**src/rtl/mips32_pkg.sv**
```systemverilog
// Shared MIPS32 core definitions: fetch FSM states, IF/ID payload, reset PC,
// NOP and the primary opcode values the control decoder also uses.
package mips32_pkg;

  localparam int unsigned XLEN = 32;
  localparam int unsigned OPW  = 6;

  localparam logic [XLEN-1:0] DEFAULT_RESET_PC = 32'h0000_0000;
  localparam logic [XLEN-1:0] NOP_WORD         = 32'h0000_0000;

  localparam logic [OPW-1:0] OP_RTYPE = 6'b000000;
  localparam logic [OPW-1:0] OP_LW    = 6'b100011;
  localparam logic [OPW-1:0] OP_SW    = 6'b101011;
  localparam logic [OPW-1:0] OP_BEQ   = 6'b000100;
  localparam logic [OPW-1:0] OP_J     = 6'b000010;

  typedef enum logic [1:0] {
    S_START    = 2'd0,
    S_FETCH    = 2'd1,
    S_BUFFERED = 2'd2,
    S_DRAIN    = 2'd3
  } fetch_state_e;

  typedef struct packed {
    logic [XLEN-1:0] instr;
    logic [XLEN-1:0] pc4;
  } ifid_payload_t;

  // Instruction addresses are word aligned; low bits of targets are dropped.
  function automatic logic [XLEN-1:0] word_align(input logic [XLEN-1:0] a);
    return {a[XLEN-1:2], 2'b00};
  endfunction

endpackage

```
**src/rtl/fetch_stage_32_if.sv**
```systemverilog
// Instruction-memory request/response bus between the fetch stage (master)
// and instruction memory (slave).
interface fetch_stage_32_if;
  import mips32_pkg::*;

  logic            imem_req;
  logic [XLEN-1:0] imem_addr;
  logic            imem_ready;
  logic [XLEN-1:0] imem_rdata;

  modport master (output imem_req, output imem_addr,
                  input  imem_ready, input imem_rdata);
  modport slave  (input  imem_req, input imem_addr,
                  output imem_ready, output imem_rdata);
endinterface

```
**src/rtl/ifid_reg_32.sv**
```systemverilog
// IF/ID pipeline register: load captures a fetched word, flush kills the
// valid bit, otherwise contents hold.
module ifid_reg_32
  import mips32_pkg::*;
(
  input  logic          clk,
  input  logic          rst_n,
  input  logic          load_i,
  input  logic          flush_i,
  input  ifid_payload_t data_i,
  output logic          valid_o,
  output ifid_payload_t data_o
);

  logic          valid_q;
  ifid_payload_t data_q;

  // Flush wins so a redirect can never be overridden by a same-cycle load.
  always_ff @(posedge clk or negedge rst_n) begin
    if (!rst_n) begin
      valid_q <= 1'b0;
      data_q  <= '{instr: NOP_WORD, pc4: '0};
    end else if (flush_i) begin
      valid_q <= 1'b0;
    end else if (load_i) begin
      valid_q <= 1'b1;
      data_q  <= data_i;
    end
  end

  assign valid_o = valid_q;
  assign data_o  = data_q;

endmodule

```
**src/rtl/fetch_stage_32.sv**
```systemverilog
// MIPS32 instruction fetch: owns the PC and imem handshake, applies
// redirects, absorbs hazard stalls and feeds the IF/ID register.
module fetch_stage_32
  import mips32_pkg::*;
#(
  parameter logic [XLEN-1:0] RESET_PC = DEFAULT_RESET_PC
) (
  input  logic             clk,
  input  logic             reset_n,
  fetch_stage_32_if.master imem,
  input  logic             stall,
  input  logic             redirect_valid,
  input  logic [XLEN-1:0]  redirect_pc,
  output logic             ifid_valid,
  output logic [XLEN-1:0]  ifid_instr,
  output logic [XLEN-1:0]  ifid_pc4,
  output logic [OPW-1:0]   opcode,
  output logic [OPW-1:0]   funct
);

  fetch_state_e    state_q, state_d;
  logic [XLEN-1:0] pc_q, pc_d;
  ifid_payload_t   buf_q, buf_d;
  logic [XLEN-1:0] redir_q, redir_d;
  logic            req_q, req_d;
  logic [XLEN-1:0] addr_q, addr_d;

  logic            ifid_load;
  logic            ifid_flush;
  ifid_payload_t   ifid_din;
  ifid_payload_t   ifid_q;
  logic [XLEN-1:0] pc_plus4;
  logic [XLEN-1:0] redir_tgt;

  assign pc_plus4  = pc_q + XLEN'(4);
  assign redir_tgt = word_align(redirect_pc);

  // Next-state, PC and IF/ID control decode.
  always_comb begin
    state_d    = state_q;
    pc_d       = pc_q;
    buf_d      = buf_q;
    redir_d    = redir_q;
    ifid_load  = 1'b0;
    ifid_flush = 1'b0;
    ifid_din   = '{instr: imem.imem_rdata, pc4: pc_plus4};

    case (state_q)
      S_START: state_d = S_FETCH;

      S_FETCH: begin
        if (redirect_valid) begin
          ifid_flush = 1'b1;
          if (imem.imem_ready) begin
            pc_d = redir_tgt;
          end else begin
            redir_d = redir_tgt;
            state_d = S_DRAIN;
          end
        end else if (imem.imem_ready) begin
          pc_d = pc_plus4;
          if (!stall || !ifid_valid) begin
            ifid_load = 1'b1;
          end else begin
            buf_d   = ifid_din;
            state_d = S_BUFFERED;
          end
        end else if (!stall) begin
          ifid_flush = 1'b1;
        end
      end

      S_BUFFERED: begin
        ifid_din = buf_q;
        if (redirect_valid) begin
          ifid_flush = 1'b1;
          pc_d       = redir_tgt;
          state_d    = S_FETCH;
        end else if (!stall) begin
          ifid_load = 1'b1;
          state_d   = S_FETCH;
        end
      end

      S_DRAIN: begin
        if (redirect_valid) begin
          ifid_flush = 1'b1;
          redir_d    = redir_tgt;
        end
        // The stale request must complete before the target can be issued.
        if (imem.imem_ready) begin
          pc_d    = redirect_valid ? redir_tgt : redir_q;
          state_d = S_FETCH;
        end
      end

      default: state_d = S_START;
    endcase

    req_d  = (state_d == S_FETCH) || (state_d == S_DRAIN);
    addr_d = pc_d;
  end

  always_ff @(posedge clk or negedge reset_n) begin
    if (!reset_n) begin
      state_q <= S_START;
      pc_q    <= RESET_PC;
      buf_q   <= '{instr: NOP_WORD, pc4: '0};
      redir_q <= RESET_PC;
      req_q   <= 1'b0;
      addr_q  <= RESET_PC;
    end else begin
      state_q <= state_d;
      pc_q    <= pc_d;
      buf_q   <= buf_d;
      redir_q <= redir_d;
      req_q   <= req_d;
      addr_q  <= addr_d;
    end
  end

  ifid_reg_32 u_ifid (
    .clk     (clk),
    .rst_n   (reset_n),
    .load_i  (ifid_load),
    .flush_i (ifid_flush),
    .data_i  (ifid_din),
    .valid_o (ifid_valid),
    .data_o  (ifid_q)
  );

  assign imem.imem_req  = req_q;
  assign imem.imem_addr = addr_q;
  assign ifid_instr     = ifid_q.instr;
  assign ifid_pc4       = ifid_q.pc4;
  assign opcode         = ifid_q.instr[31:26];
  assign funct          = ifid_q.instr[5:0];

endmodule

```
**src/flat_wrapper.sv**
```systemverilog
// flat-port wrapper written by rule: the top's interface ports become plain ports
module fetch_stage_32_flat import mips32_pkg::*;
#(
  parameter logic [XLEN-1:0] RESET_PC = DEFAULT_RESET_PC
)
  (clk, reset_n, stall, redirect_valid, redirect_pc, ifid_valid, ifid_instr, ifid_pc4, opcode, funct, imem_imem_req, imem_imem_addr, imem_imem_ready, imem_imem_rdata);
  fetch_stage_32_if imem_i ();
  input  logic clk;
  input  logic reset_n;
  input  logic stall;
  input  logic redirect_valid;
  input  logic [XLEN-1:0] redirect_pc;
  output logic ifid_valid;
  output logic [XLEN-1:0] ifid_instr;
  output logic [XLEN-1:0] ifid_pc4;
  output logic [OPW-1:0] opcode;
  output logic [OPW-1:0] funct;
  output wire logic [$bits(imem_i.imem_req)-1:0] imem_imem_req;
  output wire logic [$bits(imem_i.imem_addr)-1:0] imem_imem_addr;
  input wire logic [$bits(imem_i.imem_ready)-1:0] imem_imem_ready;
  input wire logic [$bits(imem_i.imem_rdata)-1:0] imem_imem_rdata;
  assign imem_imem_req = imem_i.imem_req;
  assign imem_imem_addr = imem_i.imem_addr;
  assign imem_i.imem_ready = imem_imem_ready;
  assign imem_i.imem_rdata = imem_imem_rdata;
  fetch_stage_32 #(.RESET_PC(RESET_PC)) u_core (.clk(clk), .reset_n(reset_n), .imem(imem_i), .stall(stall), .redirect_valid(redirect_valid), .redirect_pc(redirect_pc), .ifid_valid(ifid_valid), .ifid_instr(ifid_instr), .ifid_pc4(ifid_pc4), .opcode(opcode), .funct(funct));
endmodule
```
**config.mk**
```make
export PLATFORM = sky130hd
export DESIGN_NAME = fetch_stage_32_flat
export DESIGN_NICKNAME = d
export VERILOG_FILES = /design/src/rtl/mips32_pkg.sv /design/src/rtl/fetch_stage_32_if.sv /design/src/rtl/ifid_reg_32.sv /design/src/rtl/fetch_stage_32.sv /design/src/flat_wrapper.sv
export SDC_FILE = /design/constraint.sdc
export NUM_CORES = 1
export LEC_CHECK = 0
export ABC_AREA = 1
export BUFFER_PORTS_ARGS = -buffer_cell sky130_fd_sc_hd__buf_2
export CAP_MARGIN = 20
export CORE_MARGIN = 5
export CORE_UTILIZATION = 48
export CTS_CLUSTER_SIZE = 16
export DETAILED_ROUTE_END_ITERATION = 8
export PLACE_DENSITY_LB_ADDON = 0.05
export SLEW_MARGIN = 20
export SYNTH_ARGS = -nofsm -noshare
export SYNTH_HDL_FRONTEND = slang
export SYNTH_SLANG_ARGS = --single-unit
```
**constraint.sdc**
```tcl
create_clock -name clk -period 4.7 [get_ports clk]
set_input_delay 0.235 -clock clk [delete_from_list [all_inputs] [get_ports clk]]
set_output_delay 0.235 -clock clk [all_outputs]
set_load 0.005 [all_outputs]
```
==> results_tabular.tex <==
\begin{tabular}{lr}
\hline
Metric & Value \\
\hline
\multicolumn{2}{l}{\textbf{Routing}} \\
Detailed route wirelength on metal2 & 10600 um \\
Total number of vias & 8139 \\
Routed wire length & 24700 um \\
Count of unresolved DRC violations after routing & 0 \\
Post-detailed-route wirelength per cell & 15.2 um \\
Metal3 WL & between 1500 and 2000 um \\
Number of design-rule violations left by the first detailed-router iteration & a little under 600 \\
Total iterations of the first detailed-routing run & 5 \\
Via-to-Cell Ratio & 5.00 \\
Count of nets left with antenna violations after detail routing & 0 \\
DRT met1 WL & approximately 12000 um \\
Highest routed metal layer & met4 \\
\multicolumn{2}{l}{\textbf{Synthesis}} \\
Ys async rst share & 100\% \\
Mapped cell area & between 9000 and 10000 sq um \\
FF+latch count, synth & 195 \\
Number of synthesis warnings & 0 \\
Number of flops mapped to enable cells by yosys & 0 \\
Top flip-flop cell by instance count after synthesis & dfrtp\_1 \\
Netlist cell types & 38 \\
Synth Instances & between 1k and 1.5k \\
Average cell area after synthesis & a little under 8 sq um \\
Register area share after synthesis & 50.8\% \\
Synthesized Nets & 1294 \\
\multicolumn{2}{l}{\textbf{Clock network}} \\
Clock tree from TritonCTS & done \\
Clock transition time at the flip-flop clock pins of the worst setup and hold paths & 0.07 ns \\
Skew-Pair Late Insertion Delay & 0.43 ns \\
Buffer cell driving the clock tree root & clkbuf\_16 \\
Worst-case clock buffer depth & 2 \\
Inserted Clock Buffers & 17 \\
Number of H-tree levels & 4 \\
Sink Count & 195 \\
\multicolumn{2}{l}{\textbf{Place}} \\
Placed cell areas & about 11000 sq um \\
Detail Placement HPWL & 16700 um \\
Final GP Congestion & approximately 0.89 \\
Port buffer count & 176 \\
\multicolumn{2}{l}{\textbf{Worst setup path}} \\
Reg-to-reg setup timing slack & 1.99 ns \\
Maximum fanout encountered on the critical timing path & 70 \\
Length in cells of the worst reg-to-reg path & 8 \\
Start of the worst register-to-register path & u\_core.state\_q[0]\$\_DFF\_PN0\_ \\
Crit path launch type & flip-flop \\
Data required, critical path & 4.98 ns \\
Path type of the worst setup path & reg -> reg \\
Capturing point of the worst reg2reg path & u\_core.pc\_q[19]\$\_DFFE\_PN0P\_ \\
Crit path arrival time & approximately 3.0 ns \\
Capturing element type of the critical path & flip-flop \\
\multicolumn{2}{l}{\textbf{Floorplanning}} \\
CORE AREA & 19600 sq um \\
Std cell rows & 51 \\
Die Outline Area & 22900 sq um \\
Initial Utilization & 49.0\% \\
Die width & 151 um \\
Chip height & roughly 150 um \\
Number of top-level design ports & between 150 and 200 \\
\multicolumn{2}{l}{\textbf{Power and ir drop}} \\
VDD IR max & 421 uV \\
Leakage dissipation & 5.88 nW \\
Total power density per cell area & about 660 nW/um\^{}2 \\
\multicolumn{2}{l}{\textbf{STA}} \\
Setup repair after global routing missed its margin & false \\
Final critical path time including I/O delays and setup & 2.71 ns \\
Hold Vio Cnt, Final & 0 \\
Tcrit/Tclk final & 57.7\% \\
Final setup violation count & 0 \\
Final setup TNS & 0 ns \\
Transition at the pin with the smallest max-transition slack & approximately 0.9 ns \\
Max-slew headroom at the worst pin & 39.7\% \\
Maximum achievable frequency & about 370 MHz \\
Worst hold margin & 0.0237 ns \\
Fin. max-slew vios & 0 \\
Clock skew after layout & approximately 0.011 ns \\
\multicolumn{2}{l}{\textbf{Run status}} \\
Outcome & completed \\
\multicolumn{2}{l}{\textbf{Global route}} \\
Number of antenna violations at the first check in global routing & 0 \\
Via count of the first global-routing pass & 7658 \\
Aggregate global routing overflow & 0 \\
Wire length of the first global-routing pass & 40400 um \\
Largest net degree at the start of global routing & 101 \\
All-layer global routing usage & 22.3\% \\
\multicolumn{2}{l}{\textbf{Final layout}} \\
Share of final-layout standard cells stronger than drive strength 1 & 18.5\% \\
Number of nets in the layout & 1426 \\
Post-route design area & approximately 11000 sq um \\
Antenna diode instance count & 0 \\
Layout overhead on the synthesized area & 15.9\% \\
Number of fill cells in the layout & 1932 \\
\multicolumn{2}{l}{\textbf{Run}} \\
Number of violations of the max-capacitance limit & 0 \\
\multicolumn{2}{l}{\textbf{Worst hold path}} \\
Hold wc startpoint & imem\_imem\_rdata[7] \\
Kind of path behind the tightest hold check & in -> reg \\
Worst hold path depth & 3 \\
Hold endpoint & u\_core.buf\_q[39]\$\_DFFE\_PN0P\_ \\
\hline
\end{tabular}
==> cells in the mapped netlist, drive strengths merged (4+ instances only) <==
library cell | number | area share, %
inv | 88 | 3.4
xnor2 | 4 | 0.36
o21ai | 68 | 3.5
a31oi | 4 | 0.26
o31ai | 40 | 3.7
buf | 53 | 3.2
nand2 | 414 | 16
dfrtp | 195 | 51
nor2 | 205 | 8.6
xor2 | 11 | 1.1
ha | 6 | 0.78
a211oi | 24 | 1.9
nand3 | 32 | 1.7
a22oi | 5 | 0.39
a21oi | 34 | 1.8
o211ai | 4 | 0.31
clkbuf | 21 | 0.82
==> cells by family (layout without fill, tap and decap cells) <==
kind of cell / after synthesis / count (layout) / synth area share, %
mux: 1 / 1 / 0.117
compound gates: 182 / 182 / 12.2
xor+xnor: 15 / 15 / 1.45
flops: 195 / 195 / 50.8
fa+ha+maj: 6 / 6 / 0.782
simple gates: 658 / 658 / 27.1
buf+inv: 162 / 306 / 7.51
==> registers in the layout, indices dropped and copies added (netlist names) <==
name,flops
u_core.u_ifid.data_o,64
u_core.u_ifid.valid_o,1
u_core.buf_q,64
u_core.state_q,2
u_core.pc_q,32
u_core.redir_q,32
==> timing repair <==
action / in CTS / in global routing
setup endpoints to repair: 0 / 0
hold endpoints to repair: 96 / 0
resized for setup: 0 / 0
hold buffers: 2 / 0
setup buffers: 0 / 0
==> per-layer routing <==
layer / track usage (%) / up-vias
li1: - / 4115
met1: 34.8 / 3778
met2: 32.1 / 228
met3: 3.71 / 18
met4: 5.85 / 0
met5: 0 / -
==> cell type report <==
class | instances | area, sq um | area share [%]
sequential | 195 | 4880 | 43.8
timing repair buffer | 187 | 990 | 8.89
inverter | 88 | 330 | 2.97
clock inverter | 10 | 125 | 1.12
tap | 265 | 332 | 2.98
clock buffer | 21 | 450 | 4.05
multi-input combinational | 862 | 4020 | 36.1
==> worst max-delay path: stages, from the launching register on <==
cell	delay, ns
dfrtp_1	0.45
inv_1	0.10
ha_2	0.21
inv_2	0.06
buf_4	0.63
nand2_1	0.11
buf_4	0.27
a211oi_1	0.57
a21oi_1	0.15
==> worst max-delay path by stage <==
stage                                      from                                    to  slack (ns)
finish              u_core.state_q[0]$_DFF_PN0_           u_core.pc_q[19]$_DFFE_PN0P_        1.99
global route        u_core.state_q[1]$_DFF_PN0_            u_core.pc_q[4]$_DFFE_PN0P_        1.81
CTS                 u_core.state_q[0]$_DFF_PN0_           u_core.pc_q[19]$_DFFE_PN0P_        2.07
detailed placement  u_core.state_q[0]$_DFF_PN0_           u_core.pc_q[19]$_DFFE_PN0P_        2.08
global placement    u_core.state_q[0]$_DFF_PN0_           u_core.pc_q[19]$_DFFE_PN0P_        2.08
floorplan           u_core.state_q[0]$_DFF_PN0_  u_core.u_ifid.data_o[34]$_DFFE_PN0P_        2.91
==> metrics by stage <==
stage	setup slack [ns]	power (mW)	std cells	utilization, %
finish	1.99	7.36	1628	56.8
global route	1.81	8.02	1628	56.8
CTS	2.07	7.43	1628	56.8
detailed placement	2.08	5.95	1595	53.8
global placement	2.08	5.89	1595	53.8
floorplan	2.91	4.88	1219	-
==> power breakdown <==
| group | internal (mW) | switching, mW | total [mW] | leakage (nW) |
|---|---|---|---|---|
| logic | 1.10 | 1.87 | 2.97 | 3.18 |
| clock network | 0.802 | 0.637 | 1.44 | 0.272 |
| registers | 2.44 | 0.518 | 2.95 | 2.42 |
==> layout by cell type (no fill, tap or decap), types with 5 or more instances in the layout <==
cell type / netlist / routed
nor2_1: 195 / 194
o21ai_1: 12 / 12
inv_2: 6 / 6
o31ai_1: 29 / 29
a22oi_1: 5 / 5
ha_1: 6 / 5
clkbuf_16: 0 / 17
buf_4: 14 / 8
nand3_1: 31 / 31
dfrtp_1: 195 / 195
o31ai_2: 11 / 10
buf_2: 36 / 175
nand2_1: 409 / 409
a211oi_1: 24 / 24
o21ai_0: 56 / 56
nor2_4: 6 / 7
inv_1: 82 / 82
xor2_1: 10 / 10
a21oi_1: 33 / 33
No activity file was read; power rests on OpenSTA's default activity.
